### src/rtl/hdc_class_seq_pkg.sv
`default_nettype none
// ============================================================================
// Module   : hdc_class_seq_pkg
// Brief    : Shared types and default geometry for the class-hypervector sequencer.
// Revision : 1.0 - initial release
// ============================================================================
package hdc_class_seq_pkg;

    localparam int DEF_DI_PARALLEL_W_BITS = 64;
    localparam int DEF_NUM_CLASSES        = 8;
    localparam int DEF_NUM_FRAMES         = 3;
    localparam int DEF_CLASS_ID_W         = 3;
    localparam int DEF_FRAME_ID_W         = 2;

    typedef enum logic [1:0] {
        IDLE  = 2'd0,
        RUN   = 2'd1,
        DRAIN = 2'd2
    } seq_state_t;

endpackage
`default_nettype wire

### src/rtl/class_frame_counter.sv
`default_nettype none
// ============================================================================
// Module   : class_frame_counter
// Brief    : Nested frame/class address counter; saturates on the end class.
// Revision : 1.0 - initial release
// ============================================================================
module class_frame_counter
    import hdc_class_seq_pkg::*;
#(
    parameter int NUM_FRAMES = DEF_NUM_FRAMES,
    parameter int CLASS_ID_W = DEF_CLASS_ID_W,
    parameter int FRAME_ID_W = DEF_FRAME_ID_W
) (
    input  logic                  clk,
    input  logic                  rst,
    input  logic                  i_load,
    input  logic [CLASS_ID_W-1:0] i_load_class,
    input  logic [CLASS_ID_W-1:0] i_load_end,
    input  logic                  i_enable,
    output logic [CLASS_ID_W-1:0] o_class,
    output logic [FRAME_ID_W-1:0] o_frame,
    output logic                  o_last_frame,
    output logic                  o_last
);

    localparam logic [FRAME_ID_W-1:0] c_last_frame = FRAME_ID_W'(NUM_FRAMES - 1);

    logic [CLASS_ID_W-1:0] r_class;
    logic [CLASS_ID_W-1:0] r_end;
    logic [FRAME_ID_W-1:0] r_frame;

    assign o_class      = r_class;
    assign o_frame      = r_frame;
    assign o_last_frame = (r_frame == c_last_frame);
    assign o_last       = o_last_frame && (r_class == r_end);

    // The final address is held so the ROM keeps presenting the last issued frame.
    always_ff @(posedge clk or posedge rst) begin
        if (rst) begin
            r_class <= '0;
            r_end   <= '0;
            r_frame <= '0;
        end else if (i_load) begin
            r_class <= i_load_class;
            r_end   <= i_load_end;
            r_frame <= '0;
        end else if (i_enable && !o_last) begin
            if (o_last_frame) begin
                r_frame <= '0;
                r_class <= r_class + 1'b1;
            end else begin
                r_frame <= r_frame + 1'b1;
            end
        end
    end

endmodule
`default_nettype wire

### src/rtl/class_hvec_sequencer.sv
`default_nettype none
// ============================================================================
// Module   : class_hvec_sequencer
// Brief    : Walks the class-hypervector ROM and streams frames as valid/ready beats.
// Revision : 1.0 - initial release
// ============================================================================
module class_hvec_sequencer
    import hdc_class_seq_pkg::*;
#(
    parameter int DI_PARALLEL_W_BITS = DEF_DI_PARALLEL_W_BITS,
    parameter int NUM_CLASSES        = DEF_NUM_CLASSES,
    parameter int NUM_FRAMES         = DEF_NUM_FRAMES,
    parameter int CLASS_ID_W         = DEF_CLASS_ID_W,
    parameter int FRAME_ID_W         = DEF_FRAME_ID_W
) (
    input  logic                          clk,
    input  logic                          rst,
    input  logic                          start,
    input  logic                          mode_single,
    input  logic [CLASS_ID_W-1:0]         class_sel,
    input  logic                          abort,
    output logic                          busy,
    output logic                          done,
    output logic                          start_err,
    output logic [CLASS_ID_W-1:0]         rom_frame_id,
    output logic [FRAME_ID_W-1:0]         rom_frame_index,
    input  logic [DI_PARALLEL_W_BITS-1:0] rom_data,
    output logic                          m_valid,
    input  logic                          m_ready,
    output logic [DI_PARALLEL_W_BITS-1:0] m_data,
    output logic [CLASS_ID_W-1:0]         m_class,
    output logic [FRAME_ID_W-1:0]         m_frame,
    output logic                          m_last_frame,
    output logic                          m_last
);

    localparam logic [1:0] c_st_idle  = IDLE;
    localparam logic [1:0] c_st_run   = RUN;
    localparam logic [1:0] c_st_drain = DRAIN;

    localparam logic [CLASS_ID_W:0]   c_num_classes = (CLASS_ID_W + 1)'(NUM_CLASSES);
    localparam logic [CLASS_ID_W-1:0] c_sweep_end   = CLASS_ID_W'(NUM_CLASSES - 1);

    logic [1:0]                    r_state;
    logic                          r_busy;
    logic                          r_done;
    logic                          r_start_err;
    logic                          r_m_valid;
    logic [DI_PARALLEL_W_BITS-1:0] r_m_data;
    logic [CLASS_ID_W-1:0]         r_m_class;
    logic [FRAME_ID_W-1:0]         r_m_frame;
    logic                          r_m_last_frame;
    logic                          r_m_last;

    logic [CLASS_ID_W-1:0] w_cnt_class;
    logic [FRAME_ID_W-1:0] w_cnt_frame;
    logic                  w_cnt_last_frame;
    logic                  w_cnt_last;
    logic                  w_start_bad;
    logic                  w_accept;
    logic                  w_load;
    logic [CLASS_ID_W-1:0] w_load_class;
    logic [CLASS_ID_W-1:0] w_load_end;

    assign w_start_bad  = mode_single && ({1'b0, class_sel} >= c_num_classes);
    assign w_accept     = (r_state == c_st_idle) && start && !w_start_bad;
    // Abort outranks loading so no new beat is issued in the abort cycle.
    assign w_load       = (r_state == c_st_run) && !abort && (!r_m_valid || m_ready);
    assign w_load_class = mode_single ? class_sel : '0;
    assign w_load_end   = mode_single ? class_sel : c_sweep_end;

    class_frame_counter #(
        .NUM_FRAMES (NUM_FRAMES),
        .CLASS_ID_W (CLASS_ID_W),
        .FRAME_ID_W (FRAME_ID_W)
    ) u_counter (
        .clk          (clk),
        .rst          (rst),
        .i_load       (w_accept),
        .i_load_class (w_load_class),
        .i_load_end   (w_load_end),
        .i_enable     (w_load),
        .o_class      (w_cnt_class),
        .o_frame      (w_cnt_frame),
        .o_last_frame (w_cnt_last_frame),
        .o_last       (w_cnt_last)
    );

    always_ff @(posedge clk or posedge rst) begin
        if (rst) begin
            r_state        <= c_st_idle;
            r_busy         <= 1'b0;
            r_done         <= 1'b0;
            r_start_err    <= 1'b0;
            r_m_valid      <= 1'b0;
            r_m_data       <= '0;
            r_m_class      <= '0;
            r_m_frame      <= '0;
            r_m_last_frame <= 1'b0;
            r_m_last       <= 1'b0;
        end else begin
            r_done      <= 1'b0;
            r_start_err <= 1'b0;
            case (r_state)
                c_st_idle: begin
                    if (start) begin
                        if (w_start_bad) begin
                            r_start_err <= 1'b1;
                        end else begin
                            r_state <= c_st_run;
                            r_busy  <= 1'b1;
                        end
                    end
                end
                c_st_run: begin
                    if (abort) begin
                        r_m_valid <= 1'b0;
                        r_state   <= c_st_idle;
                        r_busy    <= 1'b0;
                    end else if (w_load) begin
                        r_m_valid      <= 1'b1;
                        r_m_data       <= rom_data;
                        r_m_class      <= w_cnt_class;
                        r_m_frame      <= w_cnt_frame;
                        r_m_last_frame <= w_cnt_last_frame;
                        r_m_last       <= w_cnt_last;
                        if (w_cnt_last) begin
                            r_state <= c_st_drain;
                        end
                    end
                end
                c_st_drain: begin
                    if (abort) begin
                        r_m_valid <= 1'b0;
                        r_state   <= c_st_idle;
                        r_busy    <= 1'b0;
                    end else if (r_m_valid && m_ready) begin
                        r_m_valid <= 1'b0;
                        r_done    <= 1'b1;
                        r_state   <= c_st_idle;
                        r_busy    <= 1'b0;
                    end
                end
                default: begin
                    r_state   <= c_st_idle;
                    r_busy    <= 1'b0;
                    r_m_valid <= 1'b0;
                end
            endcase
        end
    end

    assign busy            = r_busy;
    assign done            = r_done;
    assign start_err       = r_start_err;
    assign rom_frame_id    = w_cnt_class;
    assign rom_frame_index = w_cnt_frame;
    assign m_valid         = r_m_valid;
    assign m_data          = r_m_data;
    assign m_class         = r_m_class;
    assign m_frame         = r_m_frame;
    assign m_last_frame    = r_m_last_frame;
    assign m_last          = r_m_last;

endmodule
`default_nettype wire
### config.mk
export PLATFORM = sky130hd
export DESIGN_NAME = class_hvec_sequencer
export DESIGN_NICKNAME = d
export VERILOG_FILES = /design/src/rtl/hdc_class_seq_pkg.sv /design/src/rtl/class_frame_counter.sv /design/src/rtl/class_hvec_sequencer.sv
export SDC_FILE = /design/constraint.sdc
export NUM_CORES = 1
export LEC_CHECK = 0
export BUFFER_PORTS_ARGS = -buffer_cell sky130_fd_sc_hd__buf_4
export CORE_ASPECT_RATIO = 1.1
export CORE_MARGIN = 8
export CORE_UTILIZATION = 32
export DETAILED_ROUTE_END_ITERATION = 10
export PLACE_DENSITY = 0.56
export SLEW_MARGIN = 20
export SYNTH_ARGS = -nofsm -noshare
export SYNTH_HDL_FRONTEND = slang
export SYNTH_SLANG_ARGS = --single-unit
export TNS_END_PERCENT = 10
### constraint.sdc
create_clock -name clk -period 2.9 [get_ports clk]
set_input_delay 0.435 -clock clk [delete_from_list [all_inputs] [get_ports clk]]
set_output_delay 0.435 -clock clk [all_outputs]
set_load 0.03 [all_outputs]
== Word level (Yosys, flattened, before mapping) ==
Index checks and enable logic that the tools add are counted.

* Register bits after elaboration: 84
* Bits in latches: 0
* Memory bits (writable): 0
* Bits in read-only memories: 0
* Output and inout port bits: 80
* Word-level logic and storage cells: 69
* Memories: 0

* Add/subtract/negate cells: 2
* Multiply operators: 0
* Divide/modulo/power cells: 0
* Magnitude comparators: 0
* Equal/unequal tests: 9
* Shift operators: 0
* Muxes and demuxes: 26
* Bitwise logic cells: 2
* Reductions and logical operators: 18

{| class="wikitable"
|+ Operators by type and width
! operator !! count
|-
| $mux W2 || 9
|-
| $mux W3 || 5
|-
| $mux W1 || 9
|-
| $reduce_and A3 Y1 || 3
|-
| $logic_and A1 B1 Y1 || 6
|-
| $ne A3 B2 Y1 const B || 2
|-
| $pmux W1 S3 || 2
|-
| $pmux W2 S3 || 1
|-
| $eq A2 B2 Y1 const B || 2
|-
| $ne A2 B2 Y1 const B || 2
|-
| $reduce_and A4 Y1 || 1
|-
| $reduce_bool A2 Y1 || 2
|-
| $add A3 B1 Y3 const B || 1
|-
| $eq A3 B3 Y1 || 1
|-
| $logic_not A1 Y1 || 3
|-
| $ne A3 B3 Y1 const B || 1
|-
| $add A2 B1 Y2 const B || 1
|-
| $eq A2 B1 Y1 const B || 1
|-
| $logic_not A2 Y1 || 1
|-
| $not A1 Y1 || 2
|-
| $reduce_and A2 Y1 || 1
|-
| $logic_or A1 B1 Y1 || 1
|}

== Longest topological paths before layout ==
* Word-level depth: 6
* Gate-level depth with buffers: 7
* Depth with buffers taken out: 4

== By module ==
A second synthesis with hierarchy kept.

* Cells, all modules: 230
* Area total of the unflattened synthesis: 3766.1 um2

{| class="wikitable"
|+ Modules (own cells, without submodules)
! module !! instances !! cells each !! area an instance (um2) !! seq. area each (um2)
|-
| class_hvec_sequencer || 1 || 184 || 3310.7 || 1901.8
|-
| class_frame_counter || 1 || 46 || 455.4 || 200.2
|}

== Worst setup path before layout ==
No wires, ideal clock.

* Kind: register to register
* From: register u_counter.r_class[0], in the netlist u_counter.o_class[0]
* To: register u_counter.r_class[2], in the netlist u_counter.o_class[2]
* Setup time: 0.082 ns
* Arrival time: 1.604 ns
* Required time: 2.818 ns
* Setup slack: 1.214 ns
* Cell stages (with the launch flop): 6
* Path buffers: 1
* Cells stage by stage: dfrtp_1 -> xnor2_1 -> and3_4 -> buf_6 -> or4_1 -> a31oi_1

* Longest elaborated chain between the ends: 6
* Elaborated cells on any way between the ends: 10
* Classes of those cells: 1 x add/sub; 1 x eq/ne; 3 x mux; 5 x reduce/logical

{| class="wikitable"
|+ RTL lines
! what !! RTL line !! text
|-
| start: declaration || class_frame_counter.sv:28 || <nowiki>logic [CLASS_ID_W-1:0] r_class;</nowiki>
|-
| start signal: assignment || class_frame_counter.sv:44 || <nowiki>r_class <= i_load_class;</nowiki>
|-
| start signal: assignment || class_frame_counter.sv:50 || <nowiki>r_class <= r_class + 1'b1;</nowiki>
|-
| parallel branches: the longest is 6 deep, another holds $add A3 B1 Y3 || -- ||
|}

Parallel ways; which one is timed is not known. The select of a mux whose other input is x is not followed.
A chain may end at the register's enable or synchronous reset.

== Final worst setup path ==
* From: register r_state[1]
* To: register r_m_data[28], in the netlist m_data[28]

* Longest elaborated chain between the ends: 4

{| class="wikitable"
|+ RTL lines
! what !! RTL line !! text
|-
| start: declaration || class_hvec_sequencer.sv:44 || <nowiki>logic [1:0] r_state;</nowiki>
|-
| start signal: assignment || class_hvec_sequencer.sv:91 || <nowiki>r_state <= c_st_idle;</nowiki>
|-
| start signal: assignment || class_hvec_sequencer.sv:110 || <nowiki>r_state <= c_st_run;</nowiki>
|-
| start signal: assignment || class_hvec_sequencer.sv:118 || <nowiki>r_state <= c_st_idle;</nowiki>
|-
| $eq A2 B1 Y1 * || class_hvec_sequencer.sv:68, class_hvec_sequencer.sv:104 ||
|-
| $logic_and A1 B1 Y1 (2 in series) || class_hvec_sequencer.sv:68 || <nowiki>assign w_load = (r_state == c_st_run) && !abort && (!r_m_valid || m_ready);</nowiki>
|-
| $reduce_and A3 Y1 (no source line) * || -- ||
|-
| end signal: assignment || class_hvec_sequencer.sv:122 || <nowiki>r_m_data <= rom_data;</nowiki>
|-
| end: declaration || class_hvec_sequencer.sv:49 || <nowiki>logic [DI_PARALLEL_W_BITS-1:0] r_m_data;</nowiki>
|}

Every way passes the cells marked *; elsewhere a longest branch is shown, timed or not.

==> results.cfg <==
[logic_synthesis]
yosys.area_share.simple = 0.291
synth-edff-count = 0
synth_seq_cells = 84
synth_compound_area_frac = 0.0413
synth-warning-count = 0
syn-cell-area_um2 = 3360
async_flop_share = 1.00
ys_seq_area_frac = 0.625
synthMuxAreaShare = 0
synthAdderAreaFrac = 0.00372
ys_types = 36
synth_xor_area_frac = 0.00781
syn_inst = 372
synth_flop_cell = dfrtp_1
synth_top_family_by_area = simple AND/OR/NAND/NOR gates
synth_fp_nets = 446
postSynthAreaPerCell_um2 = 9.04

[pwr]
intPower_mw = 3.49
p_leak_nw = 2.71
combPwrFrac = 0.482
p_sw_mw = 2.67
p_per_area_nw_per_um2 = 1250
vdd_drop_max_mv = 0.579
p_sw_frac = 0.434
power_frac_seq = 0.331
power.share.clock = 0.187

[worst_setup_path]
r2r_cells = 5
crit_path_end_kind = flop
crit_arrival_ns = 2.14
cp_max_fo = 41
crit_top_cell = nand2_1
critical_path_buf_inv_count = 1
timing.rr.end = m_data[28]$_DFFE_PP0P_
cp_top_family = simple AND/OR/NAND/NOR gates
start_kind = flop
crit_chain = nor3b_4 -> and2_2 -> buf_12 -> nand2_1 -> nand2_1
cp_slowest_cell = and2_2
reg2reg_slack_ns = 1.03
worstSetupPathType = flop to flop
required_ns = 3.17
timing.rr.start = r_state[1]$_DFFE_PP0P_
max_stage_delay_ns = 0.59

[floorplan]
die_area_um2 = 14100
io_pins = 153
fp.dieH_um = 124
fp.coreArea_um2 = 10300
die_w_um = 114
start_util = 0.327
num_rows = 39

[timing]
drv_slew = 0
whs_ns = 0.206
period_share = 0.646
final.setup.tns_ns = 0
slew-limit-headroom = 0.601
setup_ws_ns = 1.03
period_minus_slack_ns = 1.87
max_freq_mhz = 534
setup_viol = 0
fin_skew_ns = 0.00519
tightest_slew_ns = 0.599
finalHoldViolCount = 0
grt_setup_unrepaired = no

[layout]
n_antenna_cell = 0
syn2layout_area_growth_pct = 47.0
finalInstanceArea_um2 = 4950
layout_commonest_cell = nand2_1
fin_util = 0.480
nFillCells = 1008
nNetsFinal = 593
drive_gt1_frac = 0.342
layout_common_cells = 215 x nand2_1, 153 x buf_4, 84 x dfrtp_1

[global_routing]
grt_pass1_vias = 2913
grt_pass1_wl_um = 14900
grt_use_total = 0.134
antenna_found_initial = 0
grt_max_degree = 85
grt-ovfl-total = 0

[clock_tree]
cts.clk_slew.worst_paths_ns = 0.06
clock_path_buffers = 2
htree_levels = 3
cts_resized = 0
hold_buffers = 0
clk_latency_ns = 0.33
cts-root-buf = clkbuf_16
numCtsBuffers = 9
clkSinkCount = 84
cts_tree = built
cts_setup_buffers = 0

[drt]
drc_errors = 0
post_drt_via_cell_ratio = 4.28
wl_per_cell_um = 14.2
antenna_left = 0
dr.pass1.iters = 4
vias = 2857
drt-total-wl_um = 9500
drt-initial-drc-count = 149

[run]
drv_cap = 0

[place]
hpwl_um = 6810
globalplace.congestion = 0.774
preCtsSetupSlack_ns = 0.865
place_area_um2 = 4640
portBuffers = 151

[status]
status = completed

[hold_path]
hold_path.class = input port to asynchronous set/reset pin
-- kinds of logic after synthesis --
group | count (synthesis)
DFF | 84
AOI/OAI and AO/OA | 21
buffers and inverters | 21
adders and majority gates | 1
and+or+nand+nor | 241
other | 1
xor gates and xnor gates | 3
-- cell usage after synthesis, types with 2 or more instances --
library cell,instances,share of area
clkbuf_1,9,0.010
a31oi_1,3,0.0056
nor2_1,2,0.0022
dfrtp_1,84,0.62
buf_4,2,0.0045
nor2b_1,6,0.011
a21oi_1,3,0.0045
o21ai_0,5,0.0074
o21a_1,2,0.0045
nand2_1,216,0.24
xnor2_1,3,0.0078
inv_1,2,0.0022
buf_2,7,0.010
nand3_1,6,0.0089
-- per-stage QoR --
stage,power [mW],instances
3_3_place_gp,5.04,651
6_report,6.16,667
5_1_grt,6.57,667
2_1_floorplan,3.90,372
3_5_place_dp,5.09,651
4_1_cts,6.27,667
-- worst min-delay path, delay by kind of cell --
kind / cells / cell delay [ns]
buffers and inverters: 3 / 0.53
-- sequential cells by signal, indices dropped and copies added, names as in the netlist, 2 cells and up --
register and count:
m_data 64, m_class 3, u_counter.o_class 3, u_counter.r_end 3
m_frame 2, r_state 2, u_counter.o_frame 2
-- power by group through the flow --
stage	clock [mW]	sequential (mW)	combinational, mW
floorplan	0	3.02	0.876
global route	1.24	2.12	3.22
global placement	0	2.05	2.99
detailed placement	0	2.07	3.02
CTS	1.20	2.05	3.03
finish	1.15	2.04	2.97
-- layout make-up --
cell class	instances	area (µm²)	share of cell area
sequential	84	2100	0.425
multi-input combinational	267	1160	0.235
clock inverter	4	47.5	0.00961
clock buffer	12	256	0.0519
inverter	2	8.76	0.00177
tap	143	179	0.0362
timing repair buffer	155	1190	0.240
-- metal layers --
| layer | up-vias | wire, µm | part of all wire | global-route usage |
|---|---|---|---|---|
| met5 | - | 0 | 0 | 0 |
| met4 | 0 | 103 | 0.011 | 0.0433 |
| met3 | 10 | 530 | 0.056 | 0.0396 |
| met2 | 82 | 4720 | 0.50 | 0.226 |
| met1 | 1314 | 4150 | 0.44 | 0.161 |
| li1 | 1451 | - | - | - |
-- worst max-delay path by stage --
stage / startpoint / endpoint / slack, ns / depth (start not counted)
2_1_floorplan: rst / busy$_DFFE_PP0P_ / 0.30 / 1
3_3_place_gp: abort / u_counter.o_frame[1]$_DFFE_PP0P_ / 0.90 / 5
3_5_place_dp: abort / m_data[28]$_DFFE_PP0P_ / 0.86 / 6
4_1_cts: r_state[1]$_DFFE_PP0P_ / m_data[28]$_DFFE_PP0P_ / 0.97 / 5
5_1_grt: r_state[0]$_DFFE_PP0P_ / m_data[20]$_DFFE_PP0P_ / 0.80 / 5
6_report: r_state[1]$_DFFE_PP0P_ / m_data[28]$_DFFE_PP0P_ / 1.03 / 5
Power figures use the tool's default switching activity.
